### src/rtl/axilite_m.sv
// axilite_m: single-outstanding AXI4-Lite master.
// Command/response front end with a per-phase watchdog.
module axilite_m #(
    parameter int ADDR_W         = 32,
    parameter int DATA_W         = 32,
    parameter int TIMEOUT_CYCLES = 256
) (
    input  logic              m_axi_aclk,
    input  logic              m_axi_aresetn,

    input  logic              cmd_valid,
    output logic              cmd_ready,
    input  logic              cmd_write,
    input  logic [ADDR_W-1:0] cmd_addr,
    input  logic [DATA_W-1:0] cmd_wdata,

    output logic              rsp_valid,
    input  logic              rsp_ready,
    output logic              rsp_write,
    output logic [DATA_W-1:0] rsp_rdata,
    output logic [1:0]        rsp_resp,
    output logic              rsp_timeout,

    output logic              m_axi_awvalid,
    input  logic              m_axi_awready,
    output logic [ADDR_W-1:0] m_axi_awaddr,

    output logic              m_axi_wvalid,
    input  logic              m_axi_wready,
    output logic [DATA_W-1:0] m_axi_wdata,

    input  logic              m_axi_bvalid,
    output logic              m_axi_bready,
    input  logic [1:0]        m_axi_bresp,

    output logic              m_axi_arvalid,
    input  logic              m_axi_arready,
    output logic [ADDR_W-1:0] m_axi_araddr,

    input  logic              m_axi_rvalid,
    output logic              m_axi_rready,
    input  logic [DATA_W-1:0] m_axi_rdata,
    input  logic [1:0]        m_axi_rresp
);

    typedef enum logic [2:0] {
        IDLE    = 3'd0,
        WR_AW_W = 3'd1,
        WR_B    = 3'd2,
        RD_AR   = 3'd3,
        RD_R    = 3'd4,
        RSP     = 3'd5
    } state_t;

    localparam int CNT_W =
        (TIMEOUT_CYCLES > 1) ? $clog2(TIMEOUT_CYCLES) : 1;
    localparam int LAST_I =
        (TIMEOUT_CYCLES > 0) ? TIMEOUT_CYCLES - 1 : 0;
    localparam logic [CNT_W-1:0] LAST = LAST_I[CNT_W-1:0];

    state_t            state_q;
    state_t            state_d;
    logic [CNT_W-1:0]  cnt_q;
    logic [CNT_W-1:0]  cnt_d;

    logic              cmd_ready_q;
    logic              cmd_ready_d;
    logic              awvalid_q;
    logic              awvalid_d;
    logic              wvalid_q;
    logic              wvalid_d;
    logic              bready_q;
    logic              bready_d;
    logic              arvalid_q;
    logic              arvalid_d;
    logic              rready_q;
    logic              rready_d;
    logic [ADDR_W-1:0] awaddr_q;
    logic [ADDR_W-1:0] awaddr_d;
    logic [DATA_W-1:0] wdata_q;
    logic [DATA_W-1:0] wdata_d;
    logic [ADDR_W-1:0] araddr_q;
    logic [ADDR_W-1:0] araddr_d;

    logic              rsp_valid_q;
    logic              rsp_valid_d;
    logic              rsp_write_q;
    logic              rsp_write_d;
    logic [DATA_W-1:0] rsp_rdata_q;
    logic [DATA_W-1:0] rsp_rdata_d;
    logic [1:0]        rsp_resp_q;
    logic [1:0]        rsp_resp_d;
    logic              rsp_timeout_q;
    logic              rsp_timeout_d;

    logic              wd_exp;
    logic              aw_ok;
    logic              w_ok;
    logic              abort;

    // Expiry lands on the last cycle of a phase of TIMEOUT_CYCLES cycles.
    assign wd_exp = (TIMEOUT_CYCLES > 0) && (cnt_q == LAST);

    // A channel counts as done once its valid has dropped or fires now.
    assign aw_ok = !awvalid_q || m_axi_awready;
    assign w_ok  = !wvalid_q  || m_axi_wready;

    always_comb begin
        state_d       = state_q;
        cnt_d         = cnt_q;
        cmd_ready_d   = cmd_ready_q;
        awvalid_d     = awvalid_q;
        wvalid_d      = wvalid_q;
        bready_d      = bready_q;
        arvalid_d     = arvalid_q;
        rready_d      = rready_q;
        awaddr_d      = awaddr_q;
        wdata_d       = wdata_q;
        araddr_d      = araddr_q;
        rsp_valid_d   = rsp_valid_q;
        rsp_write_d   = rsp_write_q;
        rsp_rdata_d   = rsp_rdata_q;
        rsp_resp_d    = rsp_resp_q;
        rsp_timeout_d = rsp_timeout_q;
        abort         = 1'b0;

        unique case (state_q)
            IDLE: begin
                if (cmd_valid && cmd_ready_q) begin
                    cmd_ready_d   = 1'b0;
                    cnt_d         = '0;
                    rsp_write_d   = cmd_write;
                    rsp_rdata_d   = '0;
                    rsp_resp_d    = 2'b00;
                    rsp_timeout_d = 1'b0;
                    if (cmd_write) begin
                        state_d   = WR_AW_W;
                        awvalid_d = 1'b1;
                        wvalid_d  = 1'b1;
                        awaddr_d  = cmd_addr;
                        wdata_d   = cmd_wdata;
                    end else begin
                        state_d   = RD_AR;
                        arvalid_d = 1'b1;
                        araddr_d  = cmd_addr;
                    end
                end
            end

            WR_AW_W: begin
                if (awvalid_q && m_axi_awready) begin
                    awvalid_d = 1'b0;
                end
                if (wvalid_q && m_axi_wready) begin
                    wvalid_d = 1'b0;
                end
                if (aw_ok && w_ok) begin
                    state_d  = WR_B;
                    bready_d = 1'b1;
                    cnt_d    = '0;
                end else if (wd_exp) begin
                    abort = 1'b1;
                end else begin
                    cnt_d = cnt_q + CNT_W'(1);
                end
            end

            WR_B: begin
                if (m_axi_bvalid && bready_q) begin
                    bready_d    = 1'b0;
                    rsp_resp_d  = m_axi_bresp;
                    rsp_valid_d = 1'b1;
                    state_d     = RSP;
                end else if (wd_exp) begin
                    abort = 1'b1;
                end else begin
                    cnt_d = cnt_q + CNT_W'(1);
                end
            end

            RD_AR: begin
                if (arvalid_q && m_axi_arready) begin
                    arvalid_d = 1'b0;
                    rready_d  = 1'b1;
                    cnt_d     = '0;
                    state_d   = RD_R;
                end else if (wd_exp) begin
                    abort = 1'b1;
                end else begin
                    cnt_d = cnt_q + CNT_W'(1);
                end
            end

            RD_R: begin
                if (m_axi_rvalid && rready_q) begin
                    rready_d    = 1'b0;
                    rsp_rdata_d = m_axi_rdata;
                    rsp_resp_d  = m_axi_rresp;
                    rsp_valid_d = 1'b1;
                    state_d     = RSP;
                end else if (wd_exp) begin
                    abort = 1'b1;
                end else begin
                    cnt_d = cnt_q + CNT_W'(1);
                end
            end

            RSP: begin
                if (rsp_ready) begin
                    rsp_valid_d = 1'b0;
                    cmd_ready_d = 1'b1;
                    state_d     = IDLE;
                end
            end

            default: begin
                state_d = IDLE;
            end
        endcase

        // Watchdog abort releases the bus and reports a SLVERR.
        if (abort) begin
            awvalid_d     = 1'b0;
            wvalid_d      = 1'b0;
            bready_d      = 1'b0;
            arvalid_d     = 1'b0;
            rready_d      = 1'b0;
            cnt_d         = '0;
            rsp_valid_d   = 1'b1;
            rsp_resp_d    = 2'b10;
            rsp_timeout_d = 1'b1;
            rsp_rdata_d   = '0;
            state_d       = RSP;
        end
    end

    always_ff @(posedge m_axi_aclk or negedge m_axi_aresetn) begin
        if (!m_axi_aresetn) begin
            state_q       <= IDLE;
            cnt_q         <= '0;
            cmd_ready_q   <= 1'b1;
            awvalid_q     <= 1'b0;
            wvalid_q      <= 1'b0;
            bready_q      <= 1'b0;
            arvalid_q     <= 1'b0;
            rready_q      <= 1'b0;
            awaddr_q      <= '0;
            wdata_q       <= '0;
            araddr_q      <= '0;
            rsp_valid_q   <= 1'b0;
            rsp_write_q   <= 1'b0;
            rsp_rdata_q   <= '0;
            rsp_resp_q    <= 2'b00;
            rsp_timeout_q <= 1'b0;
        end else begin
            state_q       <= state_d;
            cnt_q         <= cnt_d;
            cmd_ready_q   <= cmd_ready_d;
            awvalid_q     <= awvalid_d;
            wvalid_q      <= wvalid_d;
            bready_q      <= bready_d;
            arvalid_q     <= arvalid_d;
            rready_q      <= rready_d;
            awaddr_q      <= awaddr_d;
            wdata_q       <= wdata_d;
            araddr_q      <= araddr_d;
            rsp_valid_q   <= rsp_valid_d;
            rsp_write_q   <= rsp_write_d;
            rsp_rdata_q   <= rsp_rdata_d;
            rsp_resp_q    <= rsp_resp_d;
            rsp_timeout_q <= rsp_timeout_d;
        end
    end

    assign cmd_ready     = cmd_ready_q;
    assign rsp_valid     = rsp_valid_q;
    assign rsp_write     = rsp_write_q;
    assign rsp_rdata     = rsp_rdata_q;
    assign rsp_resp      = rsp_resp_q;
    assign rsp_timeout   = rsp_timeout_q;
    assign m_axi_awvalid = awvalid_q;
    assign m_axi_awaddr  = awaddr_q;
    assign m_axi_wvalid  = wvalid_q;
    assign m_axi_wdata   = wdata_q;
    assign m_axi_bready  = bready_q;
    assign m_axi_arvalid = arvalid_q;
    assign m_axi_araddr  = araddr_q;
    assign m_axi_rready  = rready_q;

endmodule

### config.mk
export PLATFORM = sky130hd
export DESIGN_NAME = axilite_m
export DESIGN_NICKNAME = d
export VERILOG_FILES = /design/src/rtl/axilite_m.sv
export SDC_FILE = /design/constraint.sdc
export NUM_CORES = 1
export LEC_CHECK = 0
export CAP_MARGIN = 20
export CORE_MARGIN = 1
export CORE_UTILIZATION = 44
export DETAILED_ROUTE_END_ITERATION = 16
export GPL_TIMING_DRIVEN = 0
export MAX_ROUTING_LAYER = met4
export PLACE_DENSITY_LB_ADDON = 0.08
export SLEW_MARGIN = 20
export SYNTH_ARGS = -nofsm -noshare
export SYNTH_HDL_FRONTEND = slang
export SYNTH_SLANG_ARGS = --single-unit
### constraint.sdc
create_clock -name m_axi_aclk -period 2.1 [get_ports m_axi_aclk]
set_input_delay 0.63 -clock m_axi_aclk [delete_from_list [all_inputs] [get_ports m_axi_aclk]]
set_output_delay 0.63 -clock m_axi_aclk [all_outputs]
set_load 0.1 [all_outputs]
# Yosys cells after proc, flatten, opt, wreduce, memory -nomap -nowiden
# Index checks and enable logic that the tools add are counted.
# W data, S select, Z words.
word_totals:
  regBits: 150
  in_bits: 110
  out_inout_bits: 139
  elab_cells: 139
classes:
  addsub: 1
  n_eq_ne: 20
  muxes: 63
  bitwise_logic: 1
  reduce_logical: 38
ops:
  columns: ["cell", "count"]
  rows:
  - ["$mux W32", 3]
  - ["$pmux W32 S2", 1]
  - ["$mux W8", 7]
  - ["$pmux W8 S5", 1]
  - ["$ne A3 B3 Y1 const B", 12]
  - ["$mux W1", 29]
  - ["$reduce_and A4 Y1", 6]
  - ["$mux W3", 7]
  - ["$pmux W3 S6", 1]
  - ["$reduce_and A3 Y1", 6]
  - ["$reduce_bool A3 Y1", 5]
  - ["$pmux W1 S2", 6]
  - ["$mux W2", 5]
  - ["$add A8 B1 Y8 const B", 1]
  - ["$eq A8 B8 Y1 const B", 1]
  - ["$reduce_bool A4 Y1", 2]
  - ["$logic_and A1 B1 Y1", 7]
  - ["$eq A3 B2 Y1 const B", 2]
  - ["$eq A3 B3 Y1 const B", 2]
  - ["$pmux W2 S3", 1]
  - ["$reduce_and A6 Y1", 1]
  - ["$reduce_bool A2 Y1", 3]
  - ["$reduce_bool A6 Y1", 1]
  - ["$ne A2 B2 Y1 const B", 2]
  - ["8 further kinds", 11]

# Longest topological paths before layout
logic_depth:
  word_depth: 7
  mapped_depth: 8
  ltp_nobuf: 6

# Least setup slack after synthesis
# OpenSTA, ideal clock, no wires.
synth_path:
  kind: "reg-to-reg"
  start: "reg rready_q (netlist: m_axi_rready)"
  end: "reg cnt_q[4]"
  setup_time_ns: 0.094
  arrival_ns: 2.277
  required_ns: 2.006
  path_slack_ns: -0.270
  path_stages_with_launch: 7
  path_buffers: 1
  synth_period_minus_slack_ns: 2.370
  cell_sequence: "dfrtp_1 > nand2_1 > a32oi_4 > a31oi_4 > buf_6 > a21o_4 > a221oi_2"
synth_via:
  elab_chain_cells: 5
  elab_cells_between_ends: 9
  classes_between: "eq/ne: 3; mux: 3; reduce/logical: 3"
synth_rtl:
  columns: ["item", "line_no", "rtl"]
  rows:
  - ["start: declaration", "76", "logic rready_q;"]
  - ["start signal: assignment", "263", "rready_q <= rready_d;"]
  - ["$logic_and A1 B1 Y1 *", "195", "if (m_axi_rvalid && rready_q) begin"]
  - ["$mux W1", "195", null]
  - ["$pmux W1 S4", "127", "unique case (state_q)"]
  - ["$reduce_bool A6 Y1 (no line) or $ne A3 B3 Y1 (tied branches)", null, null]
  - ["$reduce_and A4 Y1 (no line)", null, null]
  - ["end signal: assignment", "257", "cnt_q <= cnt_d;"]
  - ["end: declaration", "63", "logic [CNT_W-1:0] cnt_q;"]
# Mark *: on every way between the ends. The rest lies on a longest branch, timed or not.
# A chain may end at the register's enable or synchronous reset.

# Final worst setup path
layout_path:
  start: "reg state_q[1]"
  end: "reg rsp_rdata_q[29] (netlist: rsp_rdata[29])"
layout_via:
  elab_chain_cells: 4
  elab_cells_between_ends: 12
  classes_between: "eq/ne: 6; mux: 3; reduce/logical: 3"
layout_rtl:
  columns: ["item", "line_no", "rtl"]
  rows:
  - ["start: declaration", "61", "state_t state_q;"]
  - ["start signal: assignment", "256", "state_q <= state_d;"]
  - ["$eq A3 B3 Y1, or another cell as far along", "127", null]
  - ["$pmux W1 S4", "127", null]
  - ["$ne A3 B3 Y1 (no line) or $reduce_bool A3 Y1 (tied branches)", null, null]
  - ["$reduce_and A3 Y1 (no line)", null, null]
  - ["end signal: assignment", "269", "rsp_rdata_q <= rsp_rdata_d;"]
  - ["end: declaration", "89", "logic [DATA_W-1:0] rsp_rdata_q;"]
# Several ways; a longest one is shown, not always the timed one.

==> results.cfg <==
[outcome]
status = completed

[global_routing]
first_global_vias = 5009
grt_antenna_before_repair = 0
grt_max_degree = 81
grt_usage = 0.232
grt_pass1_wl_um = 25500
grt.overflow.total = 0

[synth]
syn_area_per_cell_um2 = 14.6
synth-seq-area-share = 0.596
ys_ff_latch = 150
syn_area_um2 = 6300
synthCells = 432
ys.flop_type = dfrtp_1
synth-edff-count = 0
yosys_warnings = 0
async_reset_ff_frac = 1.00
synthDistinctLibCells = 54
syn-num-nets = 543

[setup_path]
max_stage_delay_ns = 0.37
crit_path_frequent_cell = buf_6
r2r-end = rsp_rdata[29]$_DFFE_PN0P_
crit_path_top_delay_cell = dfrtp_1
required_ns = 2.39
reg2reg_depth = 7
worst_setup_path_start_kind = flip-flop
end_kind = flip-flop
r2r_setup_slack_ns = 0.05
arrival_ns = 2.35
rr_startpoint = state_q[1]$_DFFE_PN0P_
critical_path.top_delay_family = compound AO/OA/AOI/OAI gates
path_max_fanout = 10
critPathKind = reg2reg
crit_chain = buf_6, o21ai_0, nand4_2, a31oi_4, o21ai_4, buf_6, a22o_1
path_buf_inv = 2

[clock_network]
clkSinkCount = 150
clockRootBuffer = clkbuf_16
cts_buffer_depth = 2
cts_made_buffers = 17
insertion_delay_ns = 0.42
cts_hold_buf = 0
ctsHtreeMaxLevel = 4
path_clk_slew_ns = 0.06
cts_tree = done

[timing]
clock.fmax_mhz = 487
setup_tns_ns = 0
whs_ns = 0.155
skew_ns = 0.00915
period_minus_slack_ns = 2.05
setup_viol = 0
final-max-slew-violation-count = 0
hold_violations = 0
worstMarginPinSlew_ns = 0.592
slew_headroom = 0.607
post-route-period-util = 0.977

[drt]
wl_per_cell_um = 18.0
first_pass_iters = 4
wirelength_um = 16100
drtIter0Drc = 146
dr_total_vias = 4666
vias_per_cell = 5.21
ant_nets = 0
route.detailed.drc = 0

[cells_and_area]
drive_gt1_frac = 0.449
antennaDiodeCount = 0
area_growth_pct = 56.5
fin_nets = 813
finalNonFillerCells = 895
post-route-util = 0.707

[die]
core-area_um2 = 13900
die_height_um = 122
ios = 249
num_rows = 43
dieWidth_um = 122
start_util = 0.452
die-area_um2 = 14800

[place]
dp_cells = 861
port-buffer-count = 248
gp_congestion = 0.873
hpwl_um = 11700

[flow_run]
drv_cap = 0

[hold_path]
hold_path.class = in2async
routing by layer:
metal / global-route usage / vias to the layer above / part of all wire
li1: - / 2129 / -
met1: 0.264 / 2313 / 0.41
met5: - / - / 0
met4: 0.0880 / 0 / 0.020
met3: 0.0815 / 24 / 0.084
met2: 0.377 / 200 / 0.49
flip-flops by register name (all words and copies together), names as in the netlist, 2 cells and up:
name / flops
rsp_resp: 2
m_axi_araddr: 32
state_q: 3
rsp_rdata: 32
cnt_q: 8
m_axi_awaddr: 32
m_axi_wdata: 32
metrics by stage:
step	cell area, µm²	setup slack [ns]
4_1_cts	9830	-0.0190
6_report	9860	0.0473
2_1_floorplan	6300	0.0637
3_3_place_gp	9010	-5.98
5_1_grt	9860	-0.00889
3_5_place_dp	9040	-0.393
cells in the mapped netlist (3+ instances only):
library cell,number,share of area
nand2b_1,3,0.0030
mux2_4,27,0.064
nand2_1,18,0.011
nor3_1,5,0.0040
a22oi_1,4,0.0048
nand3_1,8,0.0064
a211oi_1,4,0.0048
clkbuf_1,4,0.0024
inv_1,6,0.0036
a22o_1,34,0.047
a31oi_1,5,0.0050
o21ai_0,9,0.0072
a21o_1,5,0.0060
buf_6,13,0.023
dfrtp_1,149,0.59
buf_2,5,0.0040
mux2_2,71,0.13
a21oi_1,10,0.0079
nor2_1,9,0.0054
worst register-to-register path, stage by stage (launching register included):
cell and delay, ns:
dfrtp_1 0.37, buf_6 0.14, o21ai_0 0.37, nand4_2 0.23
a31oi_4 0.28, o21ai_4 0.14, buf_6 0.17, a22o_1 0.24
cell families after synthesis:
| group | Yosys count | share of synthesized area |
|---|---|---|
| and+or+nand+nor | 60 | 0.0527 |
| DFF | 150 | 0.596 |
| muxes | 99 | 0.193 |
| adders and majority gates | 1 | 0.00199 |
| buffers and inverters | 31 | 0.0364 |
| AOI/OAI and AO/OA | 91 | 0.120 |
what timing repair did:
item                       in CTS  in global routing
hold endpoints to repair        0                  0
resized for setup             422                  7
setup endpoints to repair     201                 72
pin swaps                       1                  1
buffers inserted                1                  1
layout by cell type, fill, tap and decap left out, drive strengths merged, types with 3 or more instances in the layout:
master         instances
mux2                  98
a22o                  34
dfrtp                149
a211oi                 5
a21o                   7
clkinvlp               4
nand3                  8
a31oi                  7
a22oi                  4
clkbuf                23
nor2                  11
nand2                 18
inv                    9
o21ai                 11
clkdlybuf4s50        108
nand2b                 3
clkdlybuf4s15        138
bufinv                 3
a21oi                 10
nor3                   5
clkinv                 4
buf                   25
worst max-delay path by stage:
| stage | cells past startpoint | slack [ns] | start | endpoint |
|---|---|---|---|---|
| 5_1_grt | 7 | -0.009 | state_q[0]$_DFFE_PN0P_ | rsp_rdata[18]$_DFFE_PN0P_ |
| 3_5_place_dp | 7 | -0.39 | m_axi_rvalid | cnt_q[4]$_DFFE_PN0P_ |
| 2_1_floorplan | 6 | 0.06 | m_axi_rready$_DFFE_PN0P_ | cnt_q[4]$_DFFE_PN0P_ |
| 3_3_place_gp | 1 | -5.98 | m_axi_aresetn | m_axi_awvalid$_DFFE_PN0P_ |
| 6_report | 7 | 0.05 | state_q[1]$_DFFE_PN0P_ | rsp_rdata[29]$_DFFE_PN0P_ |
| 4_1_cts | 7 | -0.02 | state_q[0]$_DFFE_PN0P_ | cnt_q[4]$_DFFE_PN0P_ |
cell type report:
cell class	instances	area, µm²
Clock inverter	14	176
Multi-Input combinational cell	251	2340
Buffer	25	208
Tap cell	180	225
Sequential cell	150	3760
Inverter	6	22.5
Timing Repair Buffer	251	2700
Fill cell	982	4080
Clock buffer	18	429
Power is not shown: default switching activity piles up to over one toggle a cycle in this logic, so the estimate is an artifact.
